==> src/rtl/i2c_start_arb.sv <==
// i2c_start_arb: round-robin arbiter granting NUM_CH control channels access to one I2C main state machine.
// Optional START-phase timeout is enabled by defining I2C_START_ARB_TIMEOUT_EN.
module i2c_start_arb #(
  parameter int NUM_CH    = 4,
  parameter int TO_CYCLES = 200,
  parameter int ID_W      = 2
) (
  input  logic              CLK,
  input  logic              RST_N,
  input  logic [NUM_CH-1:0] START_I2C,
  input  logic              BUSY_MAIN_SM,
  output logic              START_MAIN_SM,
  output logic [ID_W-1:0]   GRANT_ID,
  output logic [NUM_CH-1:0] BUSY,
  output logic [NUM_CH-1:0] DONE,
  output logic [NUM_CH-1:0] TIMEOUT_ERR
);
  typedef enum logic [1:0] {IDLE, START, BUSYHIGH} state_t;
  state_t state, state_nxt;
  logic [NUM_CH-1:0] pending, grant_oh, own_oh, done_nxt, to_nxt;
  logic [ID_W-1:0] ptr, sel;
  logic found, grant;
  always_comb begin
    sel = '0;
    found = 1'b0;
    for (int k = 0; k < NUM_CH; k++)
      if (!found && pending[(int'(ptr) + k) % NUM_CH]) begin
        found = 1'b1;
        sel = ID_W'((int'(ptr) + k) % NUM_CH);
      end
  end
  assign grant         = (state == IDLE) && !BUSY_MAIN_SM && found;
  assign grant_oh      = grant ? (NUM_CH'(1) << sel) : '0;
  assign own_oh        = NUM_CH'(1) << GRANT_ID;
  assign START_MAIN_SM = (state == START);
  assign BUSY          = pending | ((state != IDLE) ? own_oh : '0);
`ifdef I2C_START_ARB_TIMEOUT_EN
  logic [15:0] cnt;
  logic        expired;
  assign expired = (cnt == 16'(TO_CYCLES - 1));
  always_ff @(posedge CLK or negedge RST_N)
    if (!RST_N) cnt <= '0;
    else if (grant) cnt <= '0;
    else if (state == START) cnt <= cnt + 16'd1;
`else
  logic expired;
  assign expired = 1'b0;
`endif
  always_comb begin
    state_nxt = state;
    done_nxt = '0;
    to_nxt = '0;
    case (state)
      IDLE: state_nxt = grant ? START : IDLE;
      START:
        if (BUSY_MAIN_SM) state_nxt = BUSYHIGH;
        else if (expired) begin
          state_nxt = IDLE;
          to_nxt = own_oh;
        end
      BUSYHIGH:
        if (!BUSY_MAIN_SM) begin
          state_nxt = IDLE;
          done_nxt = own_oh;
        end
      default: state_nxt = IDLE;
    endcase
  end
  always_ff @(posedge CLK or negedge RST_N)
    if (!RST_N) begin
      state <= IDLE;
      pending <= '0;
      ptr <= '0;
      GRANT_ID <= '0;
      DONE <= '0;
      TIMEOUT_ERR <= '0;
    end else begin
      state <= state_nxt;
      pending <= (pending | START_I2C) & ~grant_oh;
      DONE <= done_nxt;
      TIMEOUT_ERR <= to_nxt;
      if (grant) begin
        GRANT_ID <= sel;
        ptr <= ID_W'((int'(sel) + 1) % NUM_CH);
      end
    end
endmodule

==> config.mk <==
export PLATFORM = sky130hd
export DESIGN_NAME = i2c_start_arb
export DESIGN_NICKNAME = d
export VERILOG_FILES = /design/src/rtl/i2c_start_arb.sv
export SDC_FILE = /design/constraint.sdc
export NUM_CORES = 1
export LEC_CHECK = 0
export CORE_UTILIZATION = 39
export CTS_CLUSTER_SIZE = 14
export DETAILED_ROUTE_END_ITERATION = 10
export PLACE_DENSITY = 0.75
export SLEW_MARGIN = 20
export SYNTH_ARGS = -nofsm -noshare
export SYNTH_HDL_FRONTEND = slang
export SYNTH_SLANG_ARGS = --single-unit
==> constraint.sdc <==
create_clock -name CLK -period 1.5 [get_ports CLK]
set_input_delay 0.15 -clock CLK [delete_from_list [all_inputs] [get_ports CLK]]
set_output_delay 0.15 -clock CLK [all_outputs]
set_load 0.005 [all_outputs]
==> results of run 1 <==
[power by group]
part,switching [W],internal (W)
logic,0.000407,0.000556
clock network,0.000125,0.000148
registers,0.000157,0.000491
[Yosys cell counts, drive strengths merged, types with 2 or more instances]
| cell type | instances | area share [%] |
|---|---|---|
| dfrtp | 14 | 52 |
| nand2b | 4 | 3.7 |
| o21bai | 3 | 3.3 |
| nor2b | 2 | 1.9 |
| o21ai | 3 | 2.2 |
| inv | 4 | 2.2 |
| o32a | 2 | 3.0 |
| o21a | 2 | 2.2 |
| o22a | 2 | 2.8 |
| buf | 5 | 5.2 |
| nand2 | 6 | 3.3 |
| nor4 | 2 | 1.9 |
| nor2 | 7 | 3.9 |
[what timing repair did]
action | 4_1_cts | 5_1_grt
gates resized for setup | 12 | 7
setup buffers | 3 | 1
pin swaps | 7 | 6
endpoints found under the hold margin | 0 | 0
setup endpoints to repair | 8 | 9
[cell usage in the layout, fill, tap and decap left out, drive strengths merged]
cell | synthesis | routed
dlymetal6s2s | 0 | 1
dlygate4sd2 | 0 | 5
nor2 | 7 | 7
o32a | 2 | 2
nor4 | 2 | 2
a21o | 1 | 1
or4 | 1 | 1
o21bai | 3 | 3
conb | 1 | 4
o21a | 2 | 2
o22a | 2 | 2
a21boi | 1 | 1
a221o | 1 | 1
buf | 5 | 16
clkdlybuf4s50 | 0 | 11
a311oi | 1 | 1
xor2 | 1 | 1
nor3 | 1 | 1
a21oi | 1 | 1
a211oi | 1 | 1
inv | 4 | 4
o21ai | 3 | 3
nand2b | 4 | 4
nor2b | 2 | 2
o31ai | 1 | 1
clkbuf | 0 | 4
dfrtp | 14 | 14
nand2 | 6 | 6
[kinds of logic after synthesis]
family                    Yosys count  synth area share, %
and+or+nand+nor                    23                16.48
AOI/OAI and AO/OA                  19                22.41
DFF                                14                51.85
buffers and inverters               9                7.406
xor gates and xnor gates            1                1.297
other                               1               0.5550
[area by class of cell]
cell class                 instances  area, sq um
sequential                        14        354.1
timing repair buffer              33        297.8
multi-input combinational         47        324.1
fill                             106        511.7
clock buffer                       4        36.28
inverter                           4        15.01
tap                               16        20.02
[sequential cells by signal (all words and copies together) (netlist names)]
register,flops
DONE,4
pending,4
GRANT_ID,2
ptr,2
state,2
[worst reg2reg max path, cell delays in order, from the launching register on]
cell and delay, ns:
dfrtp_1 0.44, nor2b_4 0.15, a21o_1 0.18, a221o_1 0.39, o32a_1 0.32
[layer usage]
| layer | part of all wire, % | vias to the layer above | routed length (um) |
|---|---|---|---|
| met4 | 0.65 | 0 | 11 |
| met5 | 0 | - | 0 |
| li1 | - | 303 | - |
| met2 | 52 | 33 | 890 |
| met1 | 40 | 299 | 678 |
| met3 | 6.9 | 2 | 118 |
[through the flow]
step / hold WS (ns) / power [W] / utilization, % / setup TNS [ns] / instances
after floorplan: -0.1456 / 0.001041 / - / 0 / 70
after global placement: 0.4310 / 0.001431 / 60.35 / -0.4577 / 110
after detailed placement: 0.4226 / 0.001464 / 60.35 / -0.5957 / 110
after CTS: 0.1109 / 0.001815 / 65.17 / -0.1950 / 117
after global routing: 0.1404 / 0.001997 / 67.18 / -0.5430 / 118
final: 0.1029 / 0.001883 / 67.18 / -0.2225 / 118
[path summary, 6_finish.rpt]
path                                    from     endpoint  slack [ns]  cells after the start
worst max-delay path                  ptr[1]   pending[2]       -0.08                      4
worst max register to register        ptr[1]   pending[2]       -0.08                      4
worst min-delay path                   RST_N      DONE[2]        0.10                      1
max in group asynchronous              RST_N  GRANT_ID[0]        0.96                      2
min in group CLK                START_I2C[1]   pending[1]        0.47                      2
worst min register to register   GRANT_ID[1]      DONE[0]        0.54                      1
==> reports/summary.txt, run 1 <==
Num ports: 22
Status: finished, violations left
Ant diodes: 0
CP max stage cell: dfrtp_1
Die Width: 43.62 um
Worst VDD drop: 1.050 mV
Total congestion overflow: 0
Max H-tree Level: 1
Crit path capture type: flop
Crit Path Class: reg -> reg
Die H: 43.62 um
Pre-antenna DRT Iters: 7
Clock Tree Root: clkbuf_4
Netlist cell types: 27
Crit start category: flop
Crit path required time: 1.67 ns
CTS tree: yes
WL per Instance: 14.39 um
Failing checks: design-rule violations, negative setup slack
Initial antenna violation count: 0
Setup ws final: -0.08430 ns
Number of synthesized flops with an enable pin: 0
Mean Syn Cell Area: 10.08 sq um
Std-Cell Rows: 14
DRT iter0 DRCs: 31
DR vias/cell: 5.398
RD Place Congestion: 0.8457
Met2 usage: 35.52%
Clk sinks: 14
I/O Buffers: 17
WL final: 1698 um
Routed via count: 637
Max cap viols: 0
P per Cell Area: 1798 nW/um^2
Final #Nets: 110
Highest clock rate: 631.2 MHz
Clock transition at path regs: 0.08 ns
First-pass GRT wire length: 2691 um
Starting Density: 43.34%
Crit Path Max Fanout: 5
Core footprint: 1559 sq um
Mapped Area: 675.6 sq um
Cell Area, Placed: 940.9 sq um
Final instance area: 1047 sq um
GR Util met3: 2.500%
Clock Tree Buf Depth: 2
Hold Path Class: in -> async
Final setup fails: 4
Number of buffers created by CTS: 3
Worst path bufs/invs: 0
Post-route ant nets: 0
Area delta synth->final: 55.00%
Slew Viols, Final: 0
Final period util: 105.6%
GRT Overall Usage: 19.81%
Post-CTS Hold Buffers: 0
Synthesized flop and latch total: 14
Drc violations: 3
Clock Latency Late Sink: 0.28 ns
Prevailing post-synth register cell: dfrtp_1
GRT busiest layer: met2
CP Data Arrival Time: 1.76 ns
Vias in the first global route: 619
Synth Warn #: 0
Pre-CTS setup slack: -0.1374 ns
Die ar.: 1903 sq um
Post-synth ARST share: 100.0%
Final HPWL DP: 1176 um
RSZ-0062 raised after global routing: true
Critical Path Max Stage Delay: 0.44 ns
Crit path cell chain: nor2b_4 -> a21o_1 -> a221o_1 -> o32a_1
Largest net degree at the start of global routing: 10
Fin crit period: 1.584 ns
Layout Skew: 0.001438 ns
Crit path max-delay family: compound AO/OA/AOI/OAI gates
Layout cells sized above 1: 31.37%
Leakage power: 0.4756 nW
Cells after Synth: 67
Final Hold Fails: 0
M1 GR Usage: 23.14%
Seq/Total Area, Yosys: 51.85%
(Power assumes the default switching activity.)
==> run 2: changes to the inputs <==
Settings changed: MAX_ROUTING_LAYER set to met4.
==> results of run 2 <==
No change in the layout: final DEF, timing and power equal those of run 1.
Main changes from that run: final weighted congestion in routability-driven placement 0.8457 -> 0.8589; wire length of the first global-routing pass 2691 um -> 2697 um; via count of the first global-routing pass 619 -> 618; overall routing resource usage 19.81% -> 20.43%
==> run 3: changes to the inputs <==
Settings changed: PLACE_DENSITY 0.75 to 0.7.
==> run 3 against run 2 <==
The run still ends with design-rule violations, negative setup slack left. Sequential power down 7.9%. Clock skew about the same. Worst setup slack better by 0.079 ns. Cell count down 0.85%. Critical path type unchanged. Largest cell class unchanged.
==> reports/summary.txt, run 3 (same netlist as run 1, synthesis figures left out) <==
Number of buffers created by CTS: 3
Routed via count: 599
GRT Overall Usage: 17.63%
Area delta synth->final: 53.33%
Crit Path Max Fanout: 5
Fin crit period: 1.505 ns
Biggest regs: DONE x4, pending x4
CP Data Arrival Time: 1.67 ns
Vias in the first global route: 582
Status: finished, violations left
RD Place Congestion: 0.8265
RSZ-0062 raised after global routing: true
Leakage power: 0.4778 nW
Setup ws final: -0.005288 ns
Placed insts: 111
Final HPWL DP: 1015 um
Clock Tree Root: clkbuf_4
Final Hold Fails: 0
Highest clock rate: 664.3 MHz
Die Width: 43.62 um
CTS tree: yes
Clock transition at path regs: 0.08 ns
WL per Instance: 11.56 um
Crit path capture type: flop
Most frequent cells in the layout: dfrtp_1 (12), buf_4 (12), clkdlybuf4s50_1 (11)
Core footprint: 1559 sq um
Initial antenna violation count: 0
Hold Path Class: in -> async
Cell Area, Placed: 948.4 sq um
Final period util: 100.4%
DRT iter0 DRCs: 8
Min Hold Slack: 0.1770 ns
DR vias/cell: 5.120
Max H-tree Level: 1
Layout cells sized above 1: 28.71%
Crit path required time: 1.66 ns
Fin cells: 117
Final setup fails: 1
Number of fill cells: 128
Largest net degree at the start of global routing: 15
Std-Cell Rows: 14
Setup TNS: -0.005288 ns
Num ports: 22
P per Cell Area: 1739 nW/um^2
Total congestion overflow: 0
I/O Buffers: 17
Post-route ant nets: 0
Final instance area: 1036 sq um
Clk sinks: 14
Failing checks: design-rule violations, negative setup slack
Slew Viols, Final: 0
Clock Latency Late Sink: 0.27 ns
Launch point of the worst path: ptr[1]
Ant diodes: 0
Crit start category: flop
WL final: 1353 um
Drc violations: 2
Worst VDD drop: 0.9420 mV
Worst flop-to-flop path startpoint: ptr[1]
Max cap viols: 0
Die H: 43.62 um
Crit Path Class: reg -> reg
Die ar.: 1903 sq um
Pre-antenna DRT Iters: 7
Clock Tree Buf Depth: 2
Layout Skew: 0.001763 ns
Starting Density: 43.34%
Pre-CTS setup slack: -0.2618 ns
Final #Nets: 109
First-pass GRT wire length: 2359 um
[run 3: cell type report]
type	instances	area (sq um)	area share [%]
flip-flops and latches	14	352.8	34.06
multi-input cells	47	316.6	30.56
repair buffers	32	295.3	28.50
clock buffers	4	36.28	3.502
well taps	16	20.02	1.932
inverters	4	15.01	1.449
[run 3: power by group]
part	leakage (nW)	internal (W)	switching, W	total [W]
clock network	0.0210	0.000148	0.000117	0.000264
registers	0.165	0.000488	0.000108	0.000597
logic	0.292	0.000540	0.000400	0.000941
[run 3: final timing paths]
path                                   end  cells past startpoint  slack (ns)
max in group asynchronous       pending[3]                      2        1.14
min in group CLK                pending[0]                      2        0.47
worst min-delay path               DONE[1]                      2        0.18
worst max register to register  pending[2]                      4      -0.005
worst min register to register     DONE[0]                      1        0.53
worst max-delay path            pending[2]                      4      -0.005
[run 3: repair_timing]
item / 4_1_cts / 5_1_grt
buffers inserted: 2 / 0
pin swaps: 2 / 4
hold buffers: 0 / 0
gates resized for setup: 8 / 13
endpoints found under the setup margin: 7 / 11
hold endpoints to repair: 0 / 0
[run 3: per-stage QoR]
step / utilization [%] / power, W
2_1_floorplan: - / 0.001041
3_3_place_gp: 60.83 / 0.001458
3_5_place_dp: 60.83 / 0.001469
4_1_cts: 64.45 / 0.001744
5_1_grt: 66.45 / 0.001932
6_report: 66.45 / 0.001801
[run 3: per-layer routing]
metal	part of all wire, %	GRT usage [%]	up-vias
li1	-	-	297
met1	44	21.29	275
met2	49	28.36	25
met3	5.8	2.500	2
met4	0.67	9.375	0
met5	0	-	-
[run 3: critical path: stages, from the launching register on]
cell and delay, ns:
dfrtp_1 0.41, nor2b_4 0.13, a21o_1 0.17, a221o_1 0.38
o32a_1 0.31
==> RTL change 1, RTL diff (flow settings as in run 3) <==
The parameter `ID_W` goes from 2 to 4.
--- a/src/rtl/i2c_start_arb.sv
+++ b/src/rtl/i2c_start_arb.sv
@@ -5,3 +5,3 @@
   parameter int TO_CYCLES = 200,
-  parameter int ID_W      = 2
+  parameter int ID_W      = 4
 ) (
Ports: changed (resized GRANT_ID); port bits go from 22 to 24. The function was not compared with the original's and may differ.
==> RTL change 1 against run 3 <==
The flow finishes with violations (negative setup slack). Sequential cell count unchanged. Area after synthesis is 2.2% higher. Die area grew 2.1%. Worst setup slack got worse by 8.8 ps. Combinational power decreased by 3.6%. Power shrank 1.4%. Design area is 0.48% higher. Count of clock-buffer cells in the layout did not move. Routed wire length increased by 18%. Largest cell class unchanged.
==> RTL change 1: results (changes against run 3) <==
* Reg2Reg Depth at 4 (unchanged)
* Biggest regs: DONE (4), pending (4)
* Num CTS Buffers at 3 (unchanged)
* Setup violators final at 2 (+1)
* Peak supply drop at 787 uV (-16%)
* Post-synth top cells: dfrtp_1, nor2_1, buf_4, nand2_1
* Largest net degree at the start of global routing at 15 (unchanged)
* Worst-path clk slew at 90 ps
* Worst path slowest cell: dfrtp_1
* Nets@finish at 113 (+3.7%)
* WL/cell at 13.2 um (+14%)
* Hpwl dp at 1110 um (+9.0%)
* Synth warnings at 0 (unchanged)
* Async SR Flop Fraction at 1.00 (unchanged)
* Final worst slack at -14.1 ps (-8.76 ps)
* Total GRT Usage at 0.195 (+0.0185)
* Root Buffer: clkbuf_4
* Leak Pwr at 0.480 nW (+0.40%)
* Filler instances at 121 (-5.5%)
* Vias in the first global route at 590 (+1.4%)
* Synth Flop Type: dfrtp_1
* Crit-path leading delay family: compound AO/OA/AOI/OAI gates
* Via-to-Cell Ratio at 5.35 (+4.4%)
* Crit path to: pending[2]
* Failing checks: negative setup slack
* Hold Crit Class: in2async
* Layout cell share with drive strength beyond 1 at 0.314 (+0.0272)
* Crit path largest cell delay at 410 ps (about the same)
* Status: finished, violations left
* Worst r2r src: ptr[1]
* Skew final at 9.48 ps (+7.71 ps)
* Initial antenna violation count at 0 (unchanged)
* DR pass1 iterations at 7 (unchanged)
* Final GP Congestion at 0.823 (-0.48%)
* Crit path DAT at 1690 ps (+20 ps)
* Distinct cell type count after synthesis at 27 (unchanged)
* Port Buffers at 17 (unchanged)
* Htree depth at 1 (unchanged)
* Antenna cells at 0 (unchanged)
* Register area share after synthesis at 0.507 (-0.0113)
* Startpoint class of the critical path: flip-flop
* Worst-path fanout max at 5 (unchanged)
* 1st-iter DRT viols at 19 (+11)
* Clk Latency, worst-skew pair at 290 ps (+20 ps)
* Max Buffers Root-to-Sink at 2 (unchanged)
* Wire length of the first global-routing pass at 2580 um (+9.4%)
* Top area cells in the synthesized netlist: dfrtp_1, buf_4, nor2_1, nand2b_1, nand2_1
-- RTL change 1: cell count changes after synthesis --
cell / before / now
buf_4: 4 / 6
-- RTL change 1: worst register-to-register path: stages, from the launching register on --
cell and delay [ps]:
dfrtp_1 410, nor2b_4 140, a21o_1 180, a221o_1 370, o32a_1 310
-- RTL change 1: layer usage --
metal,vias up,global-route usage,wire length (um)
met4,0,0.109,39
met3,7,0.0367,87
met5,-,-,0
li1,304,-,-
met1,303,0.235,665
met2,33,0.306,802
-- RTL change 1: cells by family after synthesis --
family / synth area share
AO/OA/AOI/OAI: 0.219
buffers and inverters: 0.0942
AND/OR/NAND/NOR: 0.161
XOR/XNOR: 0.0127
flip-flops: 0.507
other: 0.00543
-- RTL change 1: power breakdown --
group / internal [W] / switching, W / leakage [nW]
registers: 0.000491 / 0.000151 / 0.164
logic: 0.000521 / 0.000386 / 0.301
clock network: 0.000103 / 0.000125 / 0.0150
total: 0.00112 / 0.000662 / 0.480
-- RTL change 1: area by class of cell --
class | instances | area [sq um] | area share
Clock buffer | 4 | 26.3 | 0.0252
Inverter | 4 | 15.0 | 0.0144
Multi-Input combinational cell | 49 | 332 | 0.319
Sequential cell | 14 | 354 | 0.340
Tap cell | 16 | 20.0 | 0.0192
Timing Repair Buffer | 34 | 294 | 0.282
-- RTL change 1: worst min-delay path by stage --
stage          start  depth (start not counted)         end  slack [ps]
5_1_grt        RST_N                          2  pending[2]         170
2_1_floorplan  RST_N                          0     DONE[0]        -150
6_report       RST_N                          2      ptr[1]         170
4_1_cts        RST_N                          2      ptr[1]         170
3_5_place_dp   RST_N                          2     DONE[3]         480
3_3_place_gp   RST_N                          2     DONE[3]         480
-- RTL change 1: timing repair --
action	4_1_cts	5_1_grt
gates resized for setup	15	9
endpoints found under the setup margin	12	12
pin swaps	2	6
buffers inserted	5	2
-- RTL change 1: metrics by stage --
step	std cells	instance area (sq um)	setup TNS, ps	setup slack, ps	power (W)
2_1_floorplan	74	724	0	7.18	0.00105
3_3_place_gp	110	933	-697	-189	0.00137
3_5_place_dp	110	933	-826	-214	0.00139
4_1_cts	119	1010	-55.0	-28.3	0.00173
5_1_grt	121	1040	-371	-80.4	0.00189
6_report	121	1040	-19.0	-14.1	0.00178
==> RTL change 2, RTL diff (settings of run 3) <==
Without the edit above. Re-encode `state_t` (3 states) as one-hot, 3 bits wide.
--- a/src/rtl/i2c_start_arb.sv
+++ b/src/rtl/i2c_start_arb.sv
@@ -17,3 +17,3 @@
 );
-  typedef enum logic [1:0] {IDLE, START, BUSYHIGH} state_t;
+  typedef enum logic [2:0] {IDLE = 3'b001, START = 3'b010, BUSYHIGH = 3'b100} state_t;
   state_t state, state_nxt;
Behaviour: no difference found for any inputs over 4 cycles, from zero or initial values and one cycle with RST_N low; so few cycles prove little.
==> RTL change 2 against run 3 <==
The flow finishes with violations (negative setup slack). Final cell count increased by 9.4%. Power rose by 25%. Area after synthesis increased by 9.6%. Worst setup slack got worse by 80 ps. Clock power down 14%. Sequential cell count grew 1. First-iteration DRC count is 75% lower. Count of clock-buffer cells in the layout is 1 lower. Clock skew is 1.6 ps higher. Global-route usage rose by 0.65 points. Non-clock buffer count increased by 1. Design area rose by 6.8%. Routed wire length is 21% higher. Critical endpoint is now GRANT_ID[1]. Largest cell class unchanged. Largest power group unchanged.
==> RTL change 2: results (changes against run 3) <==
* Status: finished, violations left
* Failing checks: negative setup slack
* Metal1 wirelength at 745 um (+24%)
* Worst path slowest cell: dfstp_2
* DR pass1 iterations at 3 (-4)
* Setup violators final at 8 (+7)
* Skew final at 3.38 ps (+1.61 ps)
* Port Buffers at 17 (unchanged)
* Max Buffers Root-to-Sink at 2 (unchanged)
* Register area share after synthesis at 0.508 (-0.0101)
* Top area cells in the synthesized netlist: dfrtp_1, o22a_1, buf_4, dfstp_2, nand2b_1
* Area leader, netlist: dfrtp_1
* Peak supply drop at 1010 uV (+6.9%)
* Met2 wire length at 805 um (+22%)
* Final hold viol count at 0 (unchanged)
* Layout cell share with drive strength beyond 1 at 0.359 (+0.0721)
* Num CTS Buffers at 3 (unchanged)
* Top Layer Used: met4
* WL/cell at 12.8 um (+11%)
* Post-synth top cells: dfrtp_1, nor2_1
* Total length of routed met3 wires at 71 um (-10%)
* Nets@finish at 111 (+1.8%)
* Total GRT Usage at 0.183 (+0.00652)
* Worst-path fanout max at 6 (+1)
* Async SR Flop Fraction at 1.00 (unchanged)
* 1st-iter DRT viols at 2 (-6)
* Worst-path clk slew at 90 ps
* Final setup TNS at -434 ps (-428 ps)
* Htree depth at 1 (unchanged)
* Vias at 622 (+3.8%)
* Antenna cells at 0 (unchanged)
* Crit path largest cell delay at 560 ps (+150 ps)
* Final worst slack at -85.7 ps (-80.5 ps)
* Distinct cell type count after synthesis at 29 (+7.4%)
* Largest net degree at the start of global routing at 16 (+1)
* Leak Pwr at 0.486 nW (+1.6%)
* Hold Crit Class: in2async
* Clk Latency, worst-skew pair at 280 ps
* Hpwl dp at 1180 um (+16%)
* Wire length of the first global-routing pass at 2540 um (+7.6%)
* Crit-path leading delay family: flip-flops
* Root Buffer: clkbuf_4
* Final GP Congestion at 0.744 (-10%)
* Biggest regs: DONE (4), pending (4), state (3)
* Vias in the first global route at 583 (+0.17%)
* Initial antenna violation count at 0 (unchanged)
* Synth warnings at 0 (unchanged)
-- RTL change 2: changes by cell type after synthesis, moves of 2 or more --
cell / change
nand2_1: -3
nor2_1: -2
nor3_1: +2
o22a_1: +3
o32a_1: -2
-- RTL change 2: logic make-up (layout without fill, tap and decap cells) --
group	count (synthesis)	after routing	synth area share
AOI/OAI and AO/OA	17	17	0.186
other	1	4	0.00506
buffers and inverters	8	41	0.0608
and+or+nand+nor	23	23	0.201
DFF	15	15	0.508
muxes	1	1	0.0152
xor gates and xnor gates	2	2	0.0237
-- RTL change 2: metrics by stage --
stage / instance area, sq um / hold WS (ps) / instances / setup WS, ps
after global placement: 976 / 487 / 115 / -47.6
after CTS: 1080 / 181 / 126 / -98.6
after global routing: 1110 / 184 / 128 / -176
final: 1110 / 181 / 128 / -85.7
after detailed placement: 976 / 490 / 115 / -98.3
after floorplan: 752 / -146 / 70 / 25.5
-- RTL change 2: final cells by class --
class / instances / area, sq um
repair buffers: 33 / 284
flip-flops and latches: 15 / 378
clock inverters: 1 / 5.00
fillers: 143 / 639
well taps: 25 / 31.3
multi-input cells: 47 / 370
clock buffers: 3 / 22.5
inverters: 4 / 15.0
-- RTL change 2: repair_timing --
| action | CTS | global route |
|---|---|---|
| setup buffers | 7 | 2 |
| hold endpoints to repair | 0 | 0 |
| pin swaps | 2 | 3 |
| setup endpoints to repair | 6 | 15 |
| resized for setup | 17 | 12 |
| cloned | 0 | 0 |
-- RTL change 2: power by group --
part	total (W)	leakage, nW	internal, W	switching [W]
Clock	0.000228	0.0177	0.0000987	0.000130
Combinational	0.00127	0.293	0.000752	0.000513
Sequential	0.000757	0.175	0.000555	0.000203
-- RTL change 2: path summary, 6_finish.rpt --
check / start / to / slack, ps / cells after the start
setup / recovery: state[0] / GRANT_ID[1] / -90 / 4
hold / removal: RST_N / DONE[1] / 180 / 2
setup reg to reg: state[0] / GRANT_ID[1] / -90 / 4
hold reg to reg: ptr[0] / ptr[0] / 550 / 1
max in group asynchronous: RST_N / state[0] / 1070 / 2
min in group CLK: START_I2C[2] / pending[2] / 480 / 2
-- RTL change 2: per-layer routing --
layer	vias up	GRT usage
met1	302	0.226
met5	-	-
li1	301	-
met3	2	0.0357
met2	17	0.291
met4	0	0.0727
